[src/rtl/lsu_pkg.sv]
// Shared definitions for the load/store unit: FSM states, access-size codes
// and default timeout.
package lsu_pkg;

   typedef enum logic [2:0] {
      IDLE,
      REQ,
      WAIT,
      DONE,
      FAULT
   } lsu_state_e;

   localparam logic [2:0] LB  = 3'b000;
   localparam logic [2:0] LH  = 3'b001;
   localparam logic [2:0] LW  = 3'b010;
   localparam logic [2:0] LBU = 3'b100;
   localparam logic [2:0] LHU = 3'b101;
   localparam logic [2:0] SB  = 3'b000;
   localparam logic [2:0] SH  = 3'b001;
   localparam logic [2:0] SW  = 3'b010;

   localparam int unsigned TIMEOUT_CYCLES_DEFAULT = 255;

   function automatic logic is_illegal(input logic load_req, input logic store_req,
                                       input logic [2:0] fun3);
      logic bad;
      bad = 1'b0;
      if (load_req && store_req) begin
         bad = 1'b1;
      end else if (load_req) begin
         bad = (fun3 == 3'b011) || (fun3 == 3'b110) || (fun3 == 3'b111);
      end else if (store_req) begin
         bad = (fun3 > SW);
      end
      return bad;
   endfunction

   // A half-word may straddle bytes 1..2, but never cross into the next word.
   function automatic logic is_misaligned(input logic [2:0] fun3, input logic [1:0] offset);
      return ((fun3[1:0] == 2'b01) && (offset == 2'b11)) ||
             ((fun3[1:0] == 2'b10) && (offset != 2'b00));
   endfunction

endpackage

[src/rtl/lsu_align.sv]
// Combinational lane steering: store byte-enables and data placement, load
// byte/half extraction with sign or zero extension.
module lsu_align
   import lsu_pkg::*;
#(
   parameter int DataWidth = 32
) (
   input  logic [2:0]           fun3,
   input  logic [1:0]           offset,
   input  logic [DataWidth-1:0] store_data,
   input  logic [DataWidth-1:0] rdata,
   output logic [3:0]           mask,
   output logic [DataWidth-1:0] wdata,
   output logic [DataWidth-1:0] load_data
);

   logic [DataWidth-1:0] shifted;

   // NOTE: every output gets a default first so no path through the case infers a latch.
   always_comb begin
      mask      = 4'b0000;
      wdata     = store_data;
      load_data = rdata;
      shifted   = rdata >> {offset, 3'b000};
      case (fun3[1:0])
         2'b00: begin
            mask      = 4'b0001 << offset;
            wdata     = {(DataWidth/8){store_data[7:0]}};
            load_data = fun3[2] ? {{(DataWidth-8){1'b0}}, shifted[7:0]}
                                : {{(DataWidth-8){shifted[7]}}, shifted[7:0]};
         end
         2'b01: begin
            mask      = 4'b0011 << offset;
            wdata     = DataWidth'(store_data[15:0]) << {offset, 3'b000};
            load_data = fun3[2] ? {{(DataWidth-16){1'b0}}, shifted[15:0]}
                                : {{(DataWidth-16){shifted[15]}}, shifted[15:0]};
         end
         2'b10: begin
            mask      = 4'b1111;
            wdata     = store_data;
            load_data = rdata;
         end
         default: begin
            mask = 4'b0000;
         end
      endcase
   end

endmodule

[src/rtl/lsu_controller.sv]
// Load/store unit controller: one outstanding memory access, request/grant
// handshake, read timeout, misalign and illegal-request fault reporting.
module lsu_controller
   import lsu_pkg::*;
#(
   parameter int DataWidth     = 32,
   parameter int TimeoutCycles = TIMEOUT_CYCLES_DEFAULT
) (
   input  logic                 clk,
   input  logic                 rst_n,
   input  logic                 load_req,
   input  logic                 store_req,
   input  logic [2:0]           fun3,
   input  logic [DataWidth-1:0] addr,
   input  logic [DataWidth-1:0] store_data,
   output logic                 stall_o,
   output logic                 load_valid_o,
   output logic [DataWidth-1:0] load_data_o,
   output logic                 misalign_o,
   output logic                 err_o,
   output logic                 mem_req_o,
   output logic                 mem_we_o,
   output logic [DataWidth-1:0] mem_addr_o,
   output logic [3:0]           mem_mask_o,
   output logic [DataWidth-1:0] mem_wdata_o,
   input  logic                 mem_gnt_i,
   input  logic                 mem_rvalid_i,
   input  logic [DataWidth-1:0] mem_rdata_i
);

   localparam logic [7:0] TimeoutLast = 8'(TimeoutCycles - 1);

   lsu_state_e           state_q, state_d;
   logic [DataWidth-1:0] addr_q, store_data_q, load_data_q;
   logic [2:0]           fun3_q;
   logic                 is_load_q, fault_misalign_q;
   logic [7:0]           cnt_q;

   logic                 any_req, one_req, illegal, misaligned, rdata_take;
   logic [3:0]           align_mask;
   logic [DataWidth-1:0] align_wdata, align_load;

   assign any_req    = load_req | store_req;
   assign one_req    = load_req ^ store_req;
   assign illegal    = is_illegal(load_req, store_req, fun3);
   assign misaligned = is_misaligned(fun3, addr[1:0]);

   // Read data is only meaningful for a load, in the grant cycle or while waiting.
   assign rdata_take = is_load_q && mem_rvalid_i &&
                       (((state_q == REQ) && mem_gnt_i) || (state_q == WAIT));

   lsu_align #(.DataWidth(DataWidth)) u_align (
      .fun3       (fun3_q),
      .offset     (addr_q[1:0]),
      .store_data (store_data_q),
      .rdata      (mem_rdata_i),
      .mask       (align_mask),
      .wdata      (align_wdata),
      .load_data  (align_load)
   );

   always_comb begin
      state_d = state_q;
      stall_o = 1'b0;
      unique case (state_q)
         IDLE: begin
            stall_o = any_req;
            if (any_req) begin
               state_d = (illegal || misaligned) ? FAULT : REQ;
            end
         end
         REQ: begin
            stall_o = 1'b1;
            if (mem_gnt_i) begin
               if (!is_load_q || mem_rvalid_i) state_d = DONE;
               else                            state_d = WAIT;
            end
         end
         WAIT: begin
            stall_o = 1'b1;
            if (mem_rvalid_i)               state_d = DONE;
            else if (cnt_q == TimeoutLast)  state_d = FAULT;
         end
         DONE:    state_d = IDLE;
         FAULT:   state_d = IDLE;
         default: state_d = IDLE;
      endcase
   end

   // NOTE: state is updated with non-blocking assignments so every register samples pre-edge values.
   always_ff @(posedge clk or negedge rst_n) begin
      if (!rst_n) begin
         state_q          <= IDLE;
         addr_q           <= '0;
         store_data_q     <= '0;
         fun3_q           <= '0;
         is_load_q        <= 1'b0;
         fault_misalign_q <= 1'b0;
         cnt_q            <= '0;
         load_data_q      <= '0;
      end else begin
         state_q <= state_d;
         if ((state_q == IDLE) && any_req) begin
            fault_misalign_q <= !illegal && misaligned;
            if (one_req) begin
               addr_q       <= addr;
               store_data_q <= store_data;
               fun3_q       <= fun3;
               is_load_q    <= load_req;
            end
         end
         if ((state_d == WAIT) && (state_q != WAIT)) cnt_q <= '0;
         else if (state_q == WAIT)                   cnt_q <= cnt_q + 8'd1;
         if (rdata_take) load_data_q <= align_load;
      end
   end

   assign mem_req_o    = (state_q == REQ);
   assign mem_we_o     = (state_q == REQ) && !is_load_q;
   assign mem_addr_o   = {addr_q[DataWidth-1:2], 2'b00};
   assign mem_mask_o   = (state_q == REQ) ? align_mask : 4'b0000;
   assign mem_wdata_o  = align_wdata;
   assign load_valid_o = (state_q == DONE) && is_load_q;
   assign load_data_o  = load_data_q;
   assign misalign_o   = (state_q == FAULT) && fault_misalign_q;
   assign err_o        = (state_q == FAULT) && !fault_misalign_q;

endmodule

[config.mk]
export PLATFORM = sky130hd
export DESIGN_NAME = lsu_controller
export DESIGN_NICKNAME = d
export VERILOG_FILES = /design/src/rtl/lsu_pkg.sv /design/src/rtl/lsu_align.sv /design/src/rtl/lsu_controller.sv
export SDC_FILE = /design/constraint.sdc
export NUM_CORES = 1
export LEC_CHECK = 0
export BUFFER_PORTS_ARGS = -buffer_cell sky130_fd_sc_hd__buf_2
export CAP_MARGIN = 20
export CELL_PAD_IN_SITES_DETAIL_PLACEMENT = 1
export CELL_PAD_IN_SITES_GLOBAL_PLACEMENT = 1
export CORE_MARGIN = 2
export CORE_UTILIZATION = 38
export CTS_BUF_LIST = sky130_fd_sc_hd__clkbuf_4 sky130_fd_sc_hd__clkbuf_8 sky130_fd_sc_hd__clkbuf_16
export DETAILED_ROUTE_END_ITERATION = 6
export GPL_ROUTABILITY_DRIVEN = 1
export PLACE_DENSITY = 0.87
export SYNTH_ARGS = -nofsm -noshare
export SYNTH_HDL_FRONTEND = slang
export SYNTH_SLANG_ARGS = --single-unit
[constraint.sdc]
create_clock -name clk -period 2.3 [get_ports clk]
set_input_delay 0.69 -clock clk [delete_from_list [all_inputs] [get_ports clk]]
set_output_delay 0.69 -clock clk [all_outputs]
set_load 0.05 [all_outputs]
==> results.sh, run 1 <==
export IMPL_status="finished, violations left"
export IMPL_violations="negative setup slack"
export IMPL_ys_seq_elements=112
export IMPL_cts_buffers=9
export IMPL_syn_avg_cell_area_um2=10.1
export IMPL_cp_arrival_ns=1.80
export IMPL_core_area_um2=15700
export IMPL_antenna_found_initial=1
export IMPL_synth_seq_area_share_pct=46.5
export IMPL_critPathMaxFanout=8
export IMPL_die_w_um=130
export IMPL_rsz0062_at_grt="yes"
export IMPL_htree_levels=3
export IMPL_cp_start_kind="flip-flop"
export IMPL_fin_skew_ns=0.00934
export IMPL_worstSetupPathType="flip-flop to primary output"
export IMPL_drt_iter0_markers=297
export IMPL_start_util_pct=38.4
export IMPL_first_pass_iters=5
export IMPL_overflow=0
export IMPL_vias=5556
export IMPL_final_area_um2=8440
export IMPL_cts_buffer_depth=2
export IMPL_ys_async_sr_fraction_pct=100
export IMPL_path_clk_slew_ns=0.08
export IMPL_synth_top_cell_by_area="dfrtp_1"
export IMPL_wire_per_inst_um=20.1
export IMPL_drcViolationCount=0
export IMPL_yosysTopAreaCellShare_pct=46.5
export IMPL_finalHoldViolations=0
export IMPL_final_common_cell="buf_2"
export IMPL_required_ns=1.61
export IMPL_end_kind="primary output"
export IMPL_worstMarginPinSlew_ns=0.641
export IMPL_synth_edff_count=0
export IMPL_viasPerCell=5.46
export IMPL_design_final_nets=905
export IMPL_routabilityCongestion=0.834
export IMPL_dpl_hpwl_um=14500
export IMPL_root_buffer="clkbuf_16"
export IMPL_grt_util_met3_pct=4.06
export IMPL_area_growth_pct=39.8
export IMPL_syn_cell_area_um2=6030
export IMPL_fin_crit_sh_pct=108
export IMPL_cts_hold_buf=0
export IMPL_drt_total_wl_um=20500
export IMPL_yosys_top_cells_area="dfrtp_1 46%, mux2_2 12%, nand2_1 5.5%"
export IMPL_final_cell_mix="171 x buf_2, 109 x dfrtp_1, 85 x nand2_1"
export IMPL_grt_usage_pct=23.7
export IMPL_met2_usage_pct=40.4
export IMPL_die_h_um=130
export IMPL_ant_nets=0
export IMPL_period_needed_ns=2.49
export IMPL_setup_ws_ns=-0.189
export IMPL_io_pins=211
export IMPL_clock_sinks=112
export IMPL_syn_inst=596
export IMPL_grt_pass1_wl_um=30800
export IMPL_synth_flop_cell="dfrtp_1"
export IMPL_setup_viol=30
export IMPL_maxCapViolCount=0
export IMPL_grt_busiest_layer="met2"
export IMPL_clock_latency_ns=0.36
export IMPL_met1_usage_pct=29.5
export IMPL_synth_cell_type_count=53
export IMPL_max_freq_mhz=402
export IMPL_cts_tree="done"
export IMPL_first_global_vias=5759
export IMPL_drive_above_1_share_pct=53.2
export IMPL_core_rowCount=46
export IMPL_r2r_setup_slack_ns=0.11
export IMPL_maxSlewViolCount=0
export IMPL_fin_setup_tns_ns=-2.27
export IMPL_placed_cell_area_um2=7510
export IMPL_hp_class="input pin to async pin"
export IMPL_io_buffer_count=208
export IMPL_dieArea_um2=16900
export IMPL_yosys_warnings=0
export IMPL_grt_start_max_net_pins=44
export IMPL_slew_headroom_pct=57.2
-- worst paths after layout --
kind | cells past startpoint | to | from
max | 6 | mem_wdata_o[12] | fun3_q[0]
min | 1 | load_data_o[2] | rst_n
max reg2reg | 7 | load_data_o[1] | addr_q[0]
min reg2reg | 2 | load_data_o[5] | load_data_o[5]
max in group asynchronous | 2 | store_data_q[23] | rst_n
min in group clk | 2 | load_data_o[5] | load_data_o[5]
-- cell families (layout without fill, tap and decap cells) --
logic type,Yosys count,in the layout,share of synthesized area (%)
mux,76,76,14.2
xor+xnor,2,2,0.290
compound gates,160,160,18.2
buf+inv,87,290,8.07
other cells,1,3,0.0622
flops,112,112,46.5
simple gates,154,155,11.8
fa+ha+maj,4,4,0.830
-- sequential cells by signal (all words and copies together), names as in the netlist --
signal and flops:
store_data_q 32, addr_q 32, load_data_o 32, cnt_q 8, state_q 3, fun3_q 3, is_load_q 1, fault_misalign_q 1
-- worst max-delay path, stage by stage (launching register included) --
cell and delay, ns:
dfrtp_1 0.43, buf_6 0.20, nor2_1 0.07, buf_4 0.18
a22oi_1 0.27, o21ai_2 0.10, buf_6 0.17
-- metal layers --
layer  routed length, um  share of wire (%)  vias to the layer above
li1                    -                  -                     2511
met1                8280                 40                     2748
met2               10200                 50                      250
met3                1210                5.9                       47
met4                 777                3.8                        0
met5                   0                  0                        -
-- layout make-up --
class	count	area, um2
well taps	216	270
clock inverters	5	40.0
flip-flops and latches	112	2810
multi-input cells	399	3190
fillers	1784	7280
repair buffers	258	1810
inverters	16	63.8
clock buffers	11	253
diodes	1	2.50
-- through the flow --
step	cells	hold slack [ns]	worst slack, ns	util, %
after detailed placement	988	0.476	0.0439	47.8
after CTS	1012	0.329	-0.113	52.6
after global routing	1018	0.341	-0.224	53.7
after floorplan	597	0.394	-0.312	-
after global placement	988	0.459	0.0424	47.8
final	1018	0.314	-0.189	53.7
-- synthesized netlist by cell type, types with 2 or more instances --
library cell / number
xor2_1: 2
ha_1: 4
a221o_1: 2
nand3_1: 3
a31oi_1: 2
mux2_1: 2
inv_1: 16
nor4b_1: 2
a22oi_1: 33
mux2_2: 66
buf_2: 23
nand3b_1: 2
nor3b_1: 2
nand2b_1: 2
buf_4: 33
nor3_1: 2
nor2b_1: 7
a21oi_1: 18
o22ai_1: 11
and2_1: 10
and3b_1: 2
clkbuf_1: 13
o211ai_1: 17
a22o_1: 9
and3_1: 3
nand2_1: 88
a221oi_2: 3
mux2i_1: 7
nor2_1: 23
o31ai_1: 3
nand4_1: 2
dfrtp_1: 112
a222oi_1: 5
o21ai_0: 48
-- repair_timing --
| item | 4_1_cts | 5_1_grt |
|---|---|---|
| gates resized for setup | 117 | 30 |
| pin swaps | 9 | 15 |
| setup buffers | 9 | 5 |
| setup endpoints to repair | 37 | 37 |
| gates cloned | 1 | 1 |
Power of run 1 is not shown: default switching activity piles up to over one toggle a cycle in this logic, so the estimate is an artifact.
==> run 2: changes to the inputs <==
- CELL_PAD_IN_SITES_GLOBAL_PLACEMENT: 1 -> 2
- CORE_UTILIZATION: 38 -> 30
- PLACE_DENSITY: 0.87 -> 0.86
==> run 2 against run 1 <==
  * The flow still finishes with violations (negative setup slack)
  * Cell count rose by 5.9%
  * Sequential share of layout area fell by 0.34 points
  * Flip-flop and latch count did not move
  * First-iteration DRC count fell by 34%
  * Largest cell class unchanged
==> results.sh, run 2 (synthesis results as in run 1) <==
export IMPL_end_kind="primary output"
export IMPL_fin_skew_ns=0.00657
export IMPL_required_ns=1.61
export IMPL_start_util_pct=30.8
export IMPL_placed_cell_area_um2=7570
export IMPL_path_clk_slew_ns=0.08
export IMPL_status="finished, violations left"
export IMPL_drive_above_1_share_pct=52.9
export IMPL_maxCapViolCount=0
export IMPL_grt_start_max_net_pins=56
export IMPL_grt_pass1_wl_um=30700
export IMPL_ant_nets=0
export IMPL_drcViolationCount=0
export IMPL_cts_hold_buf=0
export IMPL_violations="negative setup slack"
export IMPL_first_global_vias=5474
export IMPL_final_area_um2=8530
export IMPL_fin_crit_sh_pct=106
export IMPL_cts_buffers=9
export IMPL_htree_levels=3
export IMPL_area_growth_pct=41.3
export IMPL_cp_start_kind="flip-flop"
export IMPL_design_final_nets=915
export IMPL_maxSlewViolCount=0
export IMPL_drt_total_wl_um=20000
export IMPL_root_buffer="clkbuf_16"
export IMPL_vias=5384
export IMPL_die_w_um=146
export IMPL_overflow=0
export IMPL_antenna_found_initial=4
export IMPL_first_pass_iters=7
export IMPL_setup_ws_ns=-0.143
export IMPL_place_inst=1039
export IMPL_hp_class="input pin to async pin"
export IMPL_cts_buffer_depth=2
export IMPL_final_common_cell="buf_2"
export IMPL_cp_arrival_ns=1.75
export IMPL_setup_viol=33
export IMPL_io_pins=211
export IMPL_wire_per_inst_um=18.6
export IMPL_cts_tree="done"
export IMPL_final_cell_mix="167 x buf_2, 108 x dfrtp_1, 85 x nand2_1"
export IMPL_core_area_um2=19600
export IMPL_clock_latency_ns=0.35
export IMPL_stdcell_count=1078
export IMPL_worstSetupPathType="flip-flop to primary output"
export IMPL_rsz0062_at_grt="yes"
export IMPL_period_needed_ns=2.44
export IMPL_io_buffer_count=208
export IMPL_viasPerCell=4.99
export IMPL_max_freq_mhz=409
export IMPL_clock_sinks=112
export IMPL_drt_iter0_markers=195
export IMPL_dieArea_um2=21300
export IMPL_finalHoldViolations=0
export IMPL_core_rowCount=51
export IMPL_grt_usage_pct=18.2
export IMPL_routabilityCongestion=0.809
export IMPL_dpl_hpwl_um=14600
export IMPL_critPathMaxFanout=16
export IMPL_die_h_um=146
run 2: cell types whose count changed in the layout (fill, tap and decap cells not counted), sizes merged:
cell,change
inv,+1
diode,+1
clkinvlp,-1
clkinv,+2
clkbuf,-1
and2,-1
buf,+10
run 2: routing by layer:
layer,track usage [%],part of all wire [%],wire length [um]
met1,23.6,43,8580
met2,30.2,49,9750
met5,0,0.035,7
met3,4.67,6.1,1230
met4,4.85,2.3,452
run 2: path summary, 6_finish.rpt:
| kind | startpoint | end | slack [ns] | cells after the start |
|---|---|---|---|---|
| max reg2reg | addr_q[0] | load_data_o[14] | 0.20 | 5 |
| min reg2reg | load_data_o[8] | load_data_o[8] | 0.49 | 2 |
| min in group clk | load_data_o[8] | load_data_o[8] | 0.49 | 2 |
| max in group asynchronous | rst_n | addr_q[1] | 1.39 | 2 |
| min | rst_n | load_data_o[17] | 0.25 | 1 |
| max | addr_q[0] | mem_wdata_o[28] | -0.14 | 5 |
run 2: worst max-delay path: stages (launching register included):
cell	delay, ns
dfrtp_2	0.50
buf_8	0.19
a22o_1	0.23
a22oi_2	0.23
o21ai_2	0.08
buf_6	0.16
run 2: metrics by stage:
step | hold WS (ns) | TNS [ns] | util [%] | setup slack (ns)
global placement | 0.459 | 0 | 38.6 | 0.0314
detailed placement | 0.475 | -0.413 | 38.6 | -0.0725
CTS | 0.249 | -2.41 | 42.2 | -0.131
finish | 0.251 | -1.93 | 43.5 | -0.143
global route | 0.264 | -4.52 | 43.5 | -0.192
floorplan | 0.394 | -0.931 | - | -0.312
run 2: area by class of cell:
type	instances	area (um2)
diodes	2	5.00
clock buffers	9	225
clock inverters	7	73.8
fillers	2233	11100
inverters	16	67.6
multi-input cells	398	3120
flip-flops and latches	112	2810
well taps	265	332
repair buffers	269	1890
run 2: repair_timing:
action | in CTS | in global routing
setup endpoints to repair | 38 | 40
cloned | 0 | 1
buffers inserted | 8 | 12
resized for setup | 100 | 39
pin swaps | 8 | 13
Power of run 2 is left out for the same reason.
==> run 3: changes to the inputs <==
- SETUP_SLACK_MARGIN: not set -> 0.4
==> run 3 against run 2 <==
  * Highest routed layer unchanged
  * Count of clock-buffer cells in the layout stayed put
  * Via count up 3.7%
  * Core utilization rose by 5.2 points
  * Sequential share of layout area down 3.5 points
  * The flow still finishes with violations (negative setup slack)
  * Critical endpoint is now mem_wdata_o[29]
==> results.sh, run 3 (synthesis results as in run 1) <==
export IMPL_cts_tree="done"
export IMPL_fin_crit_sh_pct=108
export IMPL_cp_slowest_cell="dfrtp_2"
export IMPL_critPathTopFamily="flip-flops"
export IMPL_path_buf_inv=2
export IMPL_first_pass_iters=4
export IMPL_design_final_nets=938
export IMPL_worstSetupPathType="flip-flop to primary output"
export IMPL_cts_hold_buf=0
export IMPL_final_area_um2=9550
export IMPL_multi_input_area_um2=3730
export IMPL_maxSlewViolCount=0
export IMPL_setup_ws_ns=-0.175
export IMPL_status="finished, violations left"
export IMPL_final_common_cell="buf_2"
export IMPL_drcViolationCount=0
export IMPL_antenna_found_initial=3
export IMPL_die_h_um=146
export IMPL_drt_iter0_markers=231
export IMPL_period_needed_ns=2.48
export IMPL_worstMarginPinSlew_ns=0.626
export IMPL_cts_buffers=9
export IMPL_maxCapViolCount=0
export IMPL_end_kind="primary output"
export IMPL_core_rowCount=51
export IMPL_crit_chain="nor2b_4 -> buf_6 -> a22o_1 -> a22oi_2 -> o21ai_4 -> buf_6"
export IMPL_dpl_hpwl_um=14400
export IMPL_ant_nets=0
export IMPL_grt_pass1_wl_um=33100
export IMPL_htree_levels=3
export IMPL_die_w_um=146
export IMPL_area_growth_pct=58.3
export IMPL_slew_headroom_pct=58.3
export IMPL_drive_above_1_share_pct=60.6
export IMPL_violations="negative setup slack"
export IMPL_first_global_vias=6016
export IMPL_cp_arrival_ns=1.79
export IMPL_cp_num_cells=6
export IMPL_max_freq_mhz=404
export IMPL_fin_skew_ns=0.00837
export IMPL_overflow=0
export IMPL_dp_slack_ns=0.0276
export IMPL_clock_sinks=112
export IMPL_vias=5582
export IMPL_fillers=2148
export IMPL_final_cell_mix="166 x buf_2, 107 x dfrtp_1, 83 x nand2_1"
export IMPL_clock_latency_ns=0.36
export IMPL_io_buffer_count=208
export IMPL_cpMostUsedCell="buf_6"
export IMPL_r2r_setup_slack_ns=0.16
export IMPL_area_sequential_um2=2810
export IMPL_setup_viol=36
export IMPL_routabilityCongestion=0.758
export IMPL_grt_usage_pct=19.3
export IMPL_critPathMaxFanout=7
export IMPL_dieArea_um2=21300
export IMPL_path_clk_slew_ns=0.08
export IMPL_grt_start_max_net_pins=113
export IMPL_core_area_um2=19600
export IMPL_cts_buffer_depth=2
export IMPL_wire_per_inst_um=19.6
export IMPL_hp_class="input pin to async pin"
export IMPL_io_pins=211
export IMPL_placed_cell_area_um2=7880
export IMPL_reg2regPathDepth=8
export IMPL_rsz0062_at_grt="yes"
export IMPL_required_ns=1.61
export IMPL_viasPerCell=5.07
export IMPL_start_util_pct=30.8
export IMPL_cp_start_kind="flip-flop"
export IMPL_finalHoldViolations=0
export IMPL_root_buffer="clkbuf_16"
export IMPL_critPathMaxStageDelay_ns=0.51
export IMPL_drt_total_wl_um=21600
==> run 3: changes by cell type in the layout (fill, tap and decap cells not counted), moves of 10 or more <==
| cell | previous run | this run |
|---|---|---|
| a22oi_1 | 15 | 2 |
| o21ai_0 | 21 | 8 |
| buf_4 | 53 | 39 |
| buf_8 | 3 | 23 |
| buf_6 | 36 | 54 |
| mux2_4 | 0 | 54 |
| o21ai_4 | 10 | 27 |
| mux2_2 | 66 | 13 |
| o21ai_2 | 16 | 6 |
| a22oi_2 | 18 | 31 |
==> run 3: stage by stage <==
stage / hold slack (ns) / util, % / setup TNS [ns] / cells
after floorplan: 0.394 / - / 0 / 597
after global placement: 0.460 / 40.2 / 0 / 1042
after detailed placement: 0.468 / 40.2 / 0 / 1042
after CTS: 0.446 / 45.7 / -2.27 / 1079
after global routing: 0.469 / 48.7 / -5.45 / 1100
final: 0.423 / 48.7 / -3.14 / 1101
==> run 3: area by class of cell <==
cell class	count	area share, %
repair buffers	292	24.0
clock buffers	9	2.36
multi-input cells	398	39.1
flip-flops and latches	112	29.4
well taps	265	3.47
diodes	2	0.0524
inverters	16	0.786
clock inverters	7	0.773
==> run 3: path summary, 6_finish.rpt <==
path                                startpoint               end
max in group asynchronous                rst_n         fun3_q[1]
worst min register to register  load_data_o[2]    load_data_o[2]
worst min-delay path                     rst_n  store_data_q[19]
worst max-delay path                 addr_q[0]   mem_wdata_o[29]
min in group clk                load_data_o[2]    load_data_o[2]
worst max register to register      state_q[1]   store_data_q[1]
==> run 3: metal layers <==
metal  up-vias  global-route usage [%]  wire length (um)
li1       2581                       -                 -
met1      2800                    24.5              9390
met2       165                    33.0             10600
met3        32                    4.67              1090
met4         4                    5.10               415
met5         -                       0                27
==> run 3: what timing repair did <==
item                       CTS  global route
resized for setup          173           115
setup endpoints to repair   66            75
pin swaps                   35            26
buffers inserted            20            18
gates cloned                 1             2
Power of run 3 is left out for the same reason.
